==> config.mk <==
export PLATFORM = sky130hd
export DESIGN_NAME = mem_access
export DESIGN_NICKNAME = d
export VERILOG_FILES = /design/src/rtl/mem_access.sv
export SDC_FILE = /design/constraint.sdc
export NUM_CORES = 1
export LEC_CHECK = 0
export ABC_AREA = 1
export CAP_MARGIN = 20
export CORE_ASPECT_RATIO = 2
export CORE_MARGIN = 4
export CORE_UTILIZATION = 30
export CTS_BUF_LIST = sky130_fd_sc_hd__clkbuf_8
export DETAILED_ROUTE_END_ITERATION = 12
export GPL_ROUTABILITY_DRIVEN = 1
export PLACE_DENSITY = 0.61
export SLEW_MARGIN = 10
export SYNTH_ARGS = -nofsm -noshare
export SYNTH_HDL_FRONTEND = slang
export SYNTH_SLANG_ARGS = --single-unit
==> constraint.sdc <==
create_clock -name clk -period 3.3 [get_ports clk]
set_input_delay 0.66 -clock clk [delete_from_list [all_inputs] [get_ports clk]]
set_output_delay 0.66 -clock clk [all_outputs]
set_load 0.1 [all_outputs]
==> src/rtl/mem_access.sv <==
// Byte-serial load/store engine between the EX/MEM register and an 8-bit RAM port.
// Optional alignment check enabled by defining MEM_MISALIGN_CHK_EN.
module mem_access #(
    parameter int ADDR_W = 32
) (
    input  logic              clk,
    input  logic              rst,
    input  logic              req_valid,
    input  logic              req_ld,
    input  logic [1:0]        req_size,
    input  logic              req_unsigned,
    input  logic [ADDR_W-1:0] req_addr,
    input  logic [31:0]       req_wdata,
    input  logic [4:0]        req_wd,
    input  logic              req_wreg,
    output logic              stall_o,
    output logic              done_o,
    output logic [31:0]       rdata_o,
    output logic [4:0]        wd_o,
    output logic              wreg_o,
    output logic              misalign_o,
    output logic [ADDR_W-1:0] ram_addr_o,
    output logic [7:0]        ram_dout_o,
    output logic              ram_wr_o,
    input  logic [7:0]        ram_din_i
);

    typedef enum logic [1:0] {IDLE, LOAD, STORE, DONE} state_t;

    state_t      state;
    logic [2:0]  k;
    logic [2:0]  nbytes;
    logic [31:0] data_q;
    logic [31:0] load_word;
    logic [31:0] load_ext;
    logic        mis;
    logic        accept;
    logic        issue;
    logic        write;

    always_comb begin
        case (req_size)
            2'b00:   nbytes = 3'd1;
            2'b01:   nbytes = 3'd2;
            default: nbytes = 3'd4;
        endcase
    end

`ifdef MEM_MISALIGN_CHK_EN
    assign mis = ((req_size == 2'b01) & req_addr[0]) |
                 (req_size[1] & (req_addr[1:0] != 2'b00));
`else
    assign mis = 1'b0;
`endif

    // Gating with rst forces the combinational outputs low while reset is held.
    assign accept  = rst & (state == IDLE) & req_valid;
    assign issue   = (accept & ~mis) | ((state == LOAD) & (k < nbytes)) | (state == STORE);
    assign write   = (accept & ~mis & ~req_ld) | (state == STORE);
    assign stall_o = accept | (state == LOAD) | (state == STORE);

    assign ram_addr_o = issue ? req_addr + ADDR_W'(k) : '0;
    assign ram_wr_o   = write;
    assign ram_dout_o = write ? 8'(req_wdata >> {k[1:0], 3'b000}) : 8'h00;

    // RAM returns the byte addressed in the previous cycle, so LOAD at count k fills byte k-1.
    always_comb begin
        load_word = data_q;
        case (k)
            3'd1:    load_word[7:0]   = ram_din_i;
            3'd2:    load_word[15:8]  = ram_din_i;
            3'd3:    load_word[23:16] = ram_din_i;
            default: load_word[31:24] = ram_din_i;
        endcase
    end

    always_comb begin
        case (req_size)
            2'b00:   load_ext = req_unsigned ? {24'b0, load_word[7:0]}
                                             : {{24{load_word[7]}}, load_word[7:0]};
            2'b01:   load_ext = req_unsigned ? {16'b0, load_word[15:0]}
                                             : {{16{load_word[15]}}, load_word[15:0]};
            default: load_ext = load_word;
        endcase
    end

    always_ff @(posedge clk or negedge rst) begin
        if (!rst) begin
            state   <= IDLE;
            k       <= 3'd0;
            data_q  <= 32'b0;
            done_o  <= 1'b0;
            rdata_o <= 32'b0;
            wd_o    <= 5'b0;
            wreg_o  <= 1'b0;
        end else begin
            done_o  <= 1'b0;
            rdata_o <= 32'b0;
            wreg_o  <= 1'b0;
            case (state)
                IDLE: begin
                    k <= 3'd0;
                    if (req_valid) begin
                        wd_o <= req_wd;
                        if (mis || (!req_ld && nbytes == 3'd1)) begin
                            state  <= DONE;
                            done_o <= 1'b1;
                        end else begin
                            state <= req_ld ? LOAD : STORE;
                            k     <= 3'd1;
                        end
                    end
                end
                LOAD: begin
                    data_q <= load_word;
                    if (k == nbytes) begin
                        state   <= DONE;
                        k       <= 3'd0;
                        done_o  <= 1'b1;
                        rdata_o <= load_ext;
                        wreg_o  <= req_wreg;
                    end else begin
                        k <= k + 3'd1;
                    end
                end
                STORE: begin
                    if (k == nbytes - 3'd1) begin
                        state  <= DONE;
                        k      <= 3'd0;
                        done_o <= 1'b1;
                    end else begin
                        k <= k + 3'd1;
                    end
                end
                default: begin
                    state <= IDLE;
                    k     <= 3'd0;
                end
            endcase
        end
    end

`ifdef MEM_MISALIGN_CHK_EN
    logic misalign_q;

    always_ff @(posedge clk or negedge rst) begin
        if (!rst) misalign_q <= 1'b0;
        else      misalign_q <= accept & mis;
    end

    assign misalign_o = misalign_q;
`else
    assign misalign_o = 1'b0;
`endif

endmodule

* Word-level counts from Yosys, hierarchy flattened
Index checks and enable logic that the tools add are counted.
Word-level totals: bits in registers 76, bits of input ports 85, output and inout port bits 82, logic and storage cells 71
Operators by class: add/sub/neg operators 3, mux-type cells 30, equal/unequal tests 12, $lt $le $gt $ge 1, bitwise logic cells 10, shift-type cells 1, reductions and logical operators 7
Operators by type and width (count):
- two-way mux 32 bit | 5
- one-hot mux 32 bit (2 select lines) | 1
- two-way mux 8 bit | 5
- adder 32 x 3 -> 32 bit | 1
- right shift 32 x 5 -> 8 bit | 1
- two-way mux 2 bit | 5
- one-hot mux 3 bit (3 select lines) | 1
- two-way mux 1 bit | 8
- equality test 3 x 1 -> 1 bit, second input constant | 2
- equality test 3 x 2 -> 1 bit, second input constant | 2
- equality test 3 bit | 2
- two-way mux 3 bit | 2
- one-hot mux 2 bit (3 select lines) | 1
- one-hot mux 3 bit (2 select lines) | 1
- bitwise OR 1 bit | 5
- bitwise AND 1 bit | 4
- equality test 2 x 1 -> 1 bit, second input constant | 2
- zero test 2 bit | 2
- != test 2 x 1 -> 1 bit, second input constant | 2
- adder 3 x 1 -> 3 bit, second input constant | 1
- less-than comparator 3 bit | 1
- one-hot mux 1 bit (3 select lines) | 1
- AND reduction 3 bit | 1
- OR reduction 3 bit | 1
- other kinds (7) | 7

* Logic depth before layout (Yosys ltp)
Gate-level depths: netlist of the first run.
word-level depth 7, gate-level depth with buffers 13, mapped depth without buffers 13

* Worst setup path after synthesis of the first run
OpenSTA, ideal clock, no wires.
path type flip-flop to output port, start point register state[0], end point output port ram_dout_o[0], path slack -1.647 ns, path buffers 0, data required time 2.640 ns, stages on the path, launching flop included 9, arrival 4.287 ns, cells stage by stage dfrtp_1 > inv_1 > ha_1 > nand2_2 > inv_2 > nand2_1 > o21ai_1 > inv_1 > a21oi_1
Between the ends: longest elaborated chain between the ends 6
RTL lines:
- from (decl) | RTL line 30 | state_t state;
- from (signal assigned) | RTL line 109 | state <= req_ld ? LOAD : STORE;
- zero test 2 bit | RTL line 57 | assign accept = rst & (state == IDLE) & req_valid;
- bitwise AND 1 bit (2 in series) | RTL line 57
- bitwise AND 1 bit | RTL line 59 | assign write = (accept & ~mis & ~req_ld) | (state == STORE);
- bitwise OR 1 bit (*) | RTL line 59
- via ram_wr_o | RTL line 24 | output logic ram_wr_o,
- two-way mux 8 bit (*) | RTL line 64 | assign ram_dout_o = write ? 8'(req_wdata >> {k[1:0], 3'b000}) : 8'h00;
- to (decl) | RTL line 23 | output logic [7:0] ram_dout_o,
The timed path passes the listed nets; every way through them passes the cells marked *.

* Worst setup path in the final report of the first run
start point input port req_addr[2], end point output port ram_addr_o[11]
Between the ends: longest elaborated chain between the ends 2
RTL lines:
- from (decl) | RTL line 12 | input logic [ADDR_W-1:0] req_addr,
- adder 32 x 3 -> 32 bit | RTL line 62 | assign ram_addr_o = issue ? req_addr + ADDR_W'(k) : '0;
- two-way mux 32 bit | RTL line 62
- to (decl) | RTL line 22 | output logic [ADDR_W-1:0] ram_addr_o,
Every way passes these cells.

==> results of run 1 <==
-- power by group --
part           switching [mW]  total, mW  internal [mW]
logic                    4.34       6.47           2.13
registers               0.116       1.32           1.21
clock network           0.351      0.721          0.370
-- Yosys cell counts (2+ instances only) --
cell | count | area (um2)
nand2_1 | 203 | 762
nor2_1 | 143 | 537
dfrtp_1 | 76 | 1900
inv_1 | 64 | 240
o21ai_0 | 57 | 285
a21oi_1 | 32 | 160
nand3_1 | 24 | 120
o21ai_1 | 16 | 80.1
ha_1 | 15 | 188
nor2_4 | 9 | 101
clkbuf_1 | 8 | 30.0
buf_2 | 7 | 35.0
nor2_2 | 7 | 43.8
xnor2_1 | 7 | 61.3
inv_2 | 6 | 22.5
or2_2 | 5 | 31.3
buf_6 | 4 | 45.0
nand2_2 | 4 | 25.0
nand4_1 | 4 | 25.0
xor2_1 | 4 | 35.0
nand2_4 | 3 | 33.8
nand3_2 | 3 | 30.0
or2_1 | 3 | 18.8
inv_4 | 2 | 12.5
-- layout by cell type, fill, tap and decap left out, drive strengths merged, types with 7 or more instances in the layout --
cell type,n
nand2,211
xnor2,7
inv,74
nand3,28
buf,131
or2,8
a21oi,32
clkdlybuf4s50,78
o21ai,74
ha,15
dfrtp,76
nor2,159
clkbuf,10
-- kinds of logic after synthesis --
family                     count (synthesis)  share of synthesized area (%)
AOI/OAI and AO/OA                        108                           11.2
DFF                                       76                           38.4
buffers and inverters                     94                           8.31
other                                      1                         0.0757
and+or+nand+nor                          412                           35.9
adders and majority gates                 16                           4.19
xor gates and xnor gates                  11                           1.94
-- final timing paths --
check / start / slack (ns) / cells after the start / to
setup reg to reg: state[1]$_DFFE_PN0P_ / 0.96 / 8 / rdata_o[16]$_DFF_PN0_
max in group asynchronous: rst / 1.91 / 3 / rdata_o[17]$_DFF_PN0_
setup / recovery: req_addr[2] / 0.09 / 10 / ram_addr_o[11]
min in group clk: data_q[28]$_DFFE_PN0P_ / 0.48 / 2 / data_q[28]$_DFFE_PN0P_
hold reg to reg: data_q[28]$_DFFE_PN0P_ / 0.48 / 2 / data_q[28]$_DFFE_PN0P_
hold / removal: rst / 0.35 / 2 / rdata_o[8]$_DFF_PN0_
-- cell type report --
type                       instances  area share, %
sequential                        76           23.4
clock buffer                      10           1.69
tap                              204           3.14
multi-input combinational        548           37.9
clock inverter                     6          0.785
timing repair buffer             214           29.7
inverter                          73           3.46
-- per-layer routing --
metal | up-vias | track usage [%] | wire [um]
met5 | - | 0 | 0
met2 | 162 | 40.4 | 10800
met4 | 0 | 9.89 | 862
met1 | 2411 | 18.1 | 6020
met3 | 36 | 2.86 | 792
li1 | 2651 | - | -
-- timing repair --
| action | in CTS | in global routing |
|---|---|---|
| gates cloned | 0 | 0 |
| pin swaps | 8 | 8 |
| gates resized for setup | 22 | 19 |
| buffers inserted | 3 | 0 |
| setup endpoints to repair | 19 | 16 |
-- flip-flops by register name, indices dropped and copies added, names as in the netlist --
register / flops
wd_o: 5
wreg_o: 1
rdata_o: 32
k: 3
state: 2
data_q: 32
done_o: 1
==> reports/summary.txt, run 1 <==
Status = finished clean
Synth Warn # = 0
Number of synthesized flops with an enable pin = 0
Non-Filler Instances = 1131
Area of the multi-input gates = 3080 um2
Inserted Diodes = 0
Initial antenna violation count = 0
Final Cycle Share = 97.3%
DP HPWL = 15.2 mm
Ys flop type = dfrtp_1
CTS Buffer Depth = 2
Worst setup EP type = output port
Fin. max-slew vios = 0
Fmax = 0.311 GHz
Setup CP Type = primary input to output port
Nets@finish = 1023
Post-route minimum period = 3.21 ns
Max FO, Critical Path = 4
Largest stage delay on the critical path = 0.50 ns
TritonRoute pass-1 iters = 4
Leak pwr = 3.76 nW
Layout cells sized above 1 = 26.8%
Maximum ir drop on the vdd rail = 0.628 mV
Worst clock skew = 0.0111 ns
Number of fillers in the final layout = 1576
Final Core Density = 50.0%
Via count = 5260
WL final = 18.5 mm
DRT antenna net count = 0
Unique cell type count in the Yosys netlist = 36
Port-buffer cells = 165
GRT Residual Overflow = 0
Cts bufs inserted = 9
Hold Fails Final Rpt = 0
Mapped Cells = 718
# DRC = 0
Total negative slack = 0 ns
Setup violations, final = 0
CORE AREA = 16300 um2
Synth Area per Inst = 6.90 um2
Row cnt = 66
Async SR Flop Fraction = 100%
Overall Power = 8.52 mW
Die outline height = 190 um
Buf+Inv Stages, Crit Path = 4
First-pass GRT wire length = 28.3 mm
Clock Latency Late Sink = 0.35 ns
DR iter-0 viols = 172
GRT Total Usage = 19.8%
GPL Wtd Cong = 0.979
MaxCap Viol Count = 0
Clock sinks = 76
CTS H-tree lvls = 3
Sequential Area = 1900 um2
Worst slew margin = 51.0%
Largest net degree at the start of global routing = 56
Worst hold slack = 0.354 ns
Placed insts = 1112
Post-Syn Area = 4950 um2
Register area share after synthesis = 38.4%
Hold-fix buffer count after cts = 0
Crit path DAT = 2.55 ns
Initial core utilization = 30.5%
TritonCTS clock tree = done
Ports = 167
Critical-path cell list = clkdlybuf4s50_1 > ha_2 > or2_4 > nand2_1 > nor2_2 > buf_4 > buf_4 > xnor2_2 > nor2_4 > buf_12
Chip Width = 98.9 um
Fin area = 8130 um2
Power Density = 1050 nW/um2
Area Overhead vs Synth = 64.0%
Dpl ws = -0.135 ns
Setup ws final = 0.0878 ns
Vias in the first global route = 5294
Placed inst area = 7760 um2
Vias per cell = 4.65
Die area = 18800 um2
CP max-delay cell = clkdlybuf4s50_1
Reg clk slew, reported paths = 0.08 ns
Most frequent CP cell = buf_4
Worst Tran Pin Value = 0.735 ns
WP data required = 2.64 ns
Critical path launch point type = primary input
Syn Nets = 819
Clk root buf = clkbuf_8
Family with the most delay on the worst path = buffers and inverters
DR WL/cell = 16.3 um
Worst hold path type = primary input to async pin
Flop and latch count out of synthesis = 76
RSZ-0062 raised after global routing = no
(Power assumes the default switching activity.)
==> run 2: changes to the inputs <==
--- a/config.mk
+++ b/config.mk
@@ -13,6 +13,8 @@
 export CTS_BUF_LIST = sky130_fd_sc_hd__clkbuf_8
 export DETAILED_ROUTE_END_ITERATION = 12
 export GPL_ROUTABILITY_DRIVEN = 1
+export HOLD_SLACK_MARGIN = 0.12
+export MAX_ROUTING_LAYER = met4
 export PLACE_DENSITY = 0.61
 export SLEW_MARGIN = 10
 export SYNTH_ARGS = -nofsm -noshare
==> reports/summary.txt, run 2 (synthesized netlist as in run 1, its figures left out) <==
Status = finished clean
GRT Total Usage = 20.3%
Maximum ir drop on the vdd rail = 0.628 mV
Fin. max-slew vios = 0
WL final = 18.5 mm
Critical path launch point type = primary input
DRT antenna net count = 0
RSZ-0062 raised after global routing = no
Vias per cell = 4.66
TritonRoute pass-1 iters = 4
Worst r2r dst = rdata_o[16]$_DFF_PN0_
Setup violations, final = 0
Leak pwr = 3.76 nW
DR WL/cell = 16.3 um
Reg2Reg Depth = 8
Clk root buf = clkbuf_8
Worst hold path type = primary input to async pin
Layout cells sized above 1 = 26.8%
WP data required = 2.64 ns
Power Density = 1050 nW/um2
DP HPWL = 15.2 mm
Non-Filler Instances = 1131
Number of fillers in the final layout = 1576
Fmax = 0.311 GHz
CTS Buffer Depth = 2
Worst slew margin = 51.4%
Sw Pwr = 4.81 mW
Area of the multi-input gates = 3080 um2
Inserted Diodes = 0
Commonest cells after routing, fill and taps aside = 197 x nand2_1, 114 x nor2_1, 83 x buf_4
Die outline height = 190 um
Worst reg-to-reg setup slack = 0.94 ns
Nets@finish = 1023
Cts bufs inserted = 9
Final Cycle Share = 97.3%
Initial core utilization = 30.5%
Post-route minimum period = 3.21 ns
Placed insts = 1112
Ports = 167
Initial antenna violation count = 0
GPL Wtd Cong = 0.998
CTS H-tree lvls = 3
GRT Residual Overflow = 0
Crit path DAT = 2.55 ns
Row cnt = 66
Reg power frac = 15.6%
Setup CP Type = primary input to output port
Clock Latency Late Sink = 0.35 ns
Final Core Density = 50.0%
# DRC = 0
Sequential Area = 1900 um2
Hold Fails Final Rpt = 0
R2r startpoint = state[1]$_DFFE_PN0P_
Worst clock skew = 0.0122 ns
CORE AREA = 16300 um2
Reg clk slew, reported paths = 0.08 ns
Total negative slack = 0 ns
Worst Tran Pin Value = 0.729 ns
DR iter-0 viols = 172
Gate power share = 76.0%
Vias in the first global route = 5313
Top flop regs = data_q x32, rdata_o x32, wd_o x5
Chip Width = 98.9 um
Clock sinks = 76
Commonest non-fill, non-tap cell in the layout = nand2_1
Area Overhead vs Synth = 64.0%
Clock Power Share = 8.5%
First-pass GRT wire length = 28.2 mm
Worst setup EP type = output port
Port-buffer cells = 165
TritonCTS clock tree = done
MaxCap Viol Count = 0
Max FO, Critical Path = 4
Internal power = 3.71 mW
Largest net degree at the start of global routing = 56
Via count = 5271
Die area = 18800 um2
Sw frac = 56.5%
## run 2: cell counts in the layout (fill, tap and decap cells not counted)
Identical to the previous run, type by type.
## run 2: final cells by class
cell class | count | share of cell area [%]
inverters | 73 | 3.46
multi-input cells | 548 | 37.9
flip-flops and latches | 76 | 23.4
clock inverters | 6 | 0.785
repair buffers | 214 | 29.7
well taps | 204 | 3.14
clock buffers | 10 | 1.69
## run 2: what timing repair did
| item | CTS | global route |
|---|---|---|
| resized for setup | 22 | 19 |
| hold buffers | 0 | 0 |
| pin swaps | 8 | 8 |
| buffers inserted | 3 | 0 |
| gates cloned | 0 | 0 |
| setup endpoints to repair | 19 | 16 |
## run 2: power groups by stage
stage / logic, mW / clock network, mW / registers [mW]
after global routing: 6.84 / 0.794 / 1.36
after global placement: 6.46 / 0 / 1.33
after floorplan: 3.78 / 0 / 1.81
final: 6.47 / 0.721 / 1.33
after detailed placement: 6.48 / 0 / 1.34
after CTS: 6.52 / 0.741 / 1.33
## run 2: how the worst max path moves through the flow
stage,start,endpoint,slack [ns]
after floorplan,req_size[1],ram_addr_o[31],-0.41
after global placement,req_addr[0],ram_addr_o[16],-0.15
after detailed placement,req_addr[0],ram_addr_o[16],-0.13
after CTS,req_addr[0],ram_addr_o[14],-0.03
after global routing,req_addr[2],ram_addr_o[30],0.006
final,req_addr[2],ram_addr_o[11],0.09
## run 2: metal layers
layer | global-route usage [%] | routed length [um] | share of wire, %
met5 | - | 0 | 0
met4 | 9.89 | 1030 | 5.6
met3 | 2.79 | 795 | 4.3
met2 | 40.3 | 10600 | 57
met1 | 18.1 | 6030 | 33
## run 2: metrics by stage
step	power [mW]	hold WS, ns	cell area [um2]	setup slack [ns]
5_1_grt	8.99	0.348	8130	0.00632
3_3_place_gp	7.79	0.461	7760	-0.153
6_report	8.52	0.342	8130	0.0891
3_5_place_dp	7.82	0.466	7760	-0.135
2_1_floorplan	5.59	0.364	5260	-0.412
4_1_cts	8.59	0.347	8060	-0.0253
## run 2: critical path: stages
cell,delay [ns]
clkdlybuf4s50_1,0.50
ha_2,0.28
or2_4,0.25
nand2_1,0.10
nor2_2,0.04
buf_4,0.15
buf_4,0.14
xnor2_2,0.13
nor2_4,0.10
buf_12,0.18
==> run 3: changes to the inputs <==
--- a/config.mk
+++ b/config.mk
@@ -9,13 +9,13 @@
 export CAP_MARGIN = 20
 export CORE_ASPECT_RATIO = 2
 export CORE_MARGIN = 4
-export CORE_UTILIZATION = 30
+export CORE_UTILIZATION = 48
 export CTS_BUF_LIST = sky130_fd_sc_hd__clkbuf_8
 export DETAILED_ROUTE_END_ITERATION = 12
 export GPL_ROUTABILITY_DRIVEN = 1
 export HOLD_SLACK_MARGIN = 0.12
 export MAX_ROUTING_LAYER = met4
-export PLACE_DENSITY = 0.61
+export PLACE_DENSITY = 0.88
 export SLEW_MARGIN = 10
 export SYNTH_ARGS = -nofsm -noshare
 export SYNTH_HDL_FRONTEND = slang
==> reports/summary.txt, run 3 (synthesized netlist as in run 1, its figures left out) <==
Placed inst area = 7500 um2
Port-buffer cells = 165
Inserted Diodes = 0
Sw frac = 56.7%
Fin area = 7860 um2
Worst Tran Pin Value = 0.951 ns
MaxCap Viol Count = 0
Critical path launch point type = primary input
Worst slew margin = 36.6%
Maximum ir drop on the vdd rail = 0.599 mV
CORE AREA = 10100 um2
Commonest cells after routing, fill and taps aside = 197 x nand2_1, 114 x nor2_1, 79 x clkdlybuf4s50_1
Fmax = 0.310 GHz
Family with the most delay on the worst path = buffers and inverters
Vias in the first global route = 5414
Fin. max-slew vios = 0
Initial antenna violation count = 0
R2r startpoint = k[0]$_DFF_PN0_
TritonCTS clock tree = done
# DRC = 0
Hold Crit Depth = 2
Top flop regs = data_q x32, rdata_o x32, wd_o x5
Critical Path Stages = 9
Sequential Area = 1900 um2
Initial core utilization = 49.1%
Final Cycle Share = 97.6%
DRT antenna net count = 0
Post-route minimum period = 3.22 ns
Ports = 167
Layout cells sized above 1 = 25.4%
CTS H-tree lvls = 3
Setup violations, final = 0
DP HPWL = 13.3 mm
Area of the multi-input gates = 3050 um2
Reg clk slew, reported paths = 0.08 ns
Worst clock skew = 0.00971 ns
Status = finished clean
WL final = 16.9 mm
Worst hold path type = register to register
Worst r2r dst = rdata_o[27]$_DFF_PN0_
Gate power share = 75.6%
Most frequent CP cell = nor2_4
CP Launch Point = req_addr[2]
DR iter-0 viols = 235
Non-Filler Instances = 1045
Via count = 5476
Largest net degree at the start of global routing = 77
Area Overhead vs Synth = 58.6%
Die outline height = 152 um
Reg2Reg Depth = 8
TritonRoute pass-1 iters = 5
Total negative slack = 0 ns
Number of fillers in the final layout = 703
Crit path DAT = 2.56 ns
GPL Wtd Cong = 1.03
Hold-fix buffer count after cts = 0
Clock Latency Late Sink = 0.35 ns
Commonest non-fill, non-tap cell in the layout = nand2_1
GRT Total Usage = 28.4%
Reg power frac = 15.8%
Clock sinks = 76
Max FO, Critical Path = 4
Vias per cell = 5.24
Leak pwr = 3.67 nW
CTS Buffer Depth = 2
Placed insts = 1026
Buf+Inv Stages, Crit Path = 3
Row cnt = 52
Chip Width = 79.8 um
Power Density = 1070 nW/um2
Critical-path cell list = clkdlybuf4s50_1 > ha_2 > or2_2 > nand2_2 > nor2_4 > buf_4 > xnor2_1 > nor2_4 > buf_12
WP data required = 2.64 ns
Hold Fails Final Rpt = 0
Clock Power Share = 8.6%
Nets@finish = 1006
First-pass GRT wire length = 25.8 mm
Critical Path End = ram_addr_o[11]
Die area = 12100 um2
Clk root buf = clkbuf_8
DR WL/cell = 16.2 um
Overall Power = 8.40 mW
Worst reg-to-reg setup slack = 1.08 ns
Setup CP Type = primary input to output port
CP max-delay cell = clkdlybuf4s50_1
Cts bufs inserted = 9
Internal power = 3.64 mW
Worst setup EP type = output port
Largest stage delay on the critical path = 0.47 ns
Sw Pwr = 4.77 mW
RSZ-0062 raised after global routing = no
GRT Residual Overflow = 0
run 3: tightest hold or removal path: cells and delay by family, from the launching register on:
| kind | cells | cell delay [ns] |
|---|---|---|
| flops | 1 | 0.35 |
| simple gates | 2 | 0.10 |
run 3: how the worst min path moves through the flow:
| stage | slack, ns | to | startpoint |
|---|---|---|---|
| after floorplan | 0.36 | data_q[0]$_DFFE_PN0P_ | rst |
| after global placement | 0.46 | data_q[29]$_DFFE_PN0P_ | data_q[29]$_DFFE_PN0P_ |
| after detailed placement | 0.47 | data_q[25]$_DFFE_PN0P_ | data_q[25]$_DFFE_PN0P_ |
| after CTS | 0.49 | data_q[25]$_DFFE_PN0P_ | data_q[25]$_DFFE_PN0P_ |
| after global routing | 0.53 | wd_o[1]$_DFFE_PN0P_ | wd_o[1]$_DFFE_PN0P_ |
| final | 0.49 | data_q[25]$_DFFE_PN0P_ | data_q[25]$_DFFE_PN0P_ |
run 3: per-stage QoR:
stage,hold WS [ns],setup slack (ns),util (%)
after global placement,0.461,-0.116,74.3
final,0.488,0.0783,77.9
after CTS,0.486,-0.00908,76.9
after global routing,0.525,0.0109,77.9
after detailed placement,0.466,-0.231,74.3
after floorplan,0.364,-0.412,-
run 3: power by group through the flow:
stage                     Clock (mW)  Combinational, mW  Sequential, mW
after global placement             0               6.10            1.33
final                          0.719               6.35            1.33
after global routing           0.765               6.67            1.36
after detailed placement           0               6.21            1.34
after floorplan                    0               3.78            1.81
after CTS                      0.734               6.27            1.33
run 3: routing by layer:
metal / up-vias / wire length [um] / global-route usage [%]
met4: 0 / 1190 / 18.5
met1: 2546 / 5380 / 26.3
li1: 2617 / - / -
met3: 81 / 891 / 3.73
met5: - / 0 / -
met2: 232 / 9430 / 53.2
run 3: timing repair:
action,CTS,global route
pin swaps,5,4
endpoints found under the setup margin,27,30
gates cloned,0,1
buffers inserted,1,1
gates resized for setup,20,25
run 3: cell type report:
type | count | area share, %
multi-input cells | 548 | 38.8
repair buffers | 196 | 28.5
flip-flops and latches | 76 | 24.2
inverters | 73 | 3.68
well taps | 135 | 2.15
clock buffers | 11 | 1.93
clock inverters | 5 | 0.653
repair inverters | 1 | 0.0796
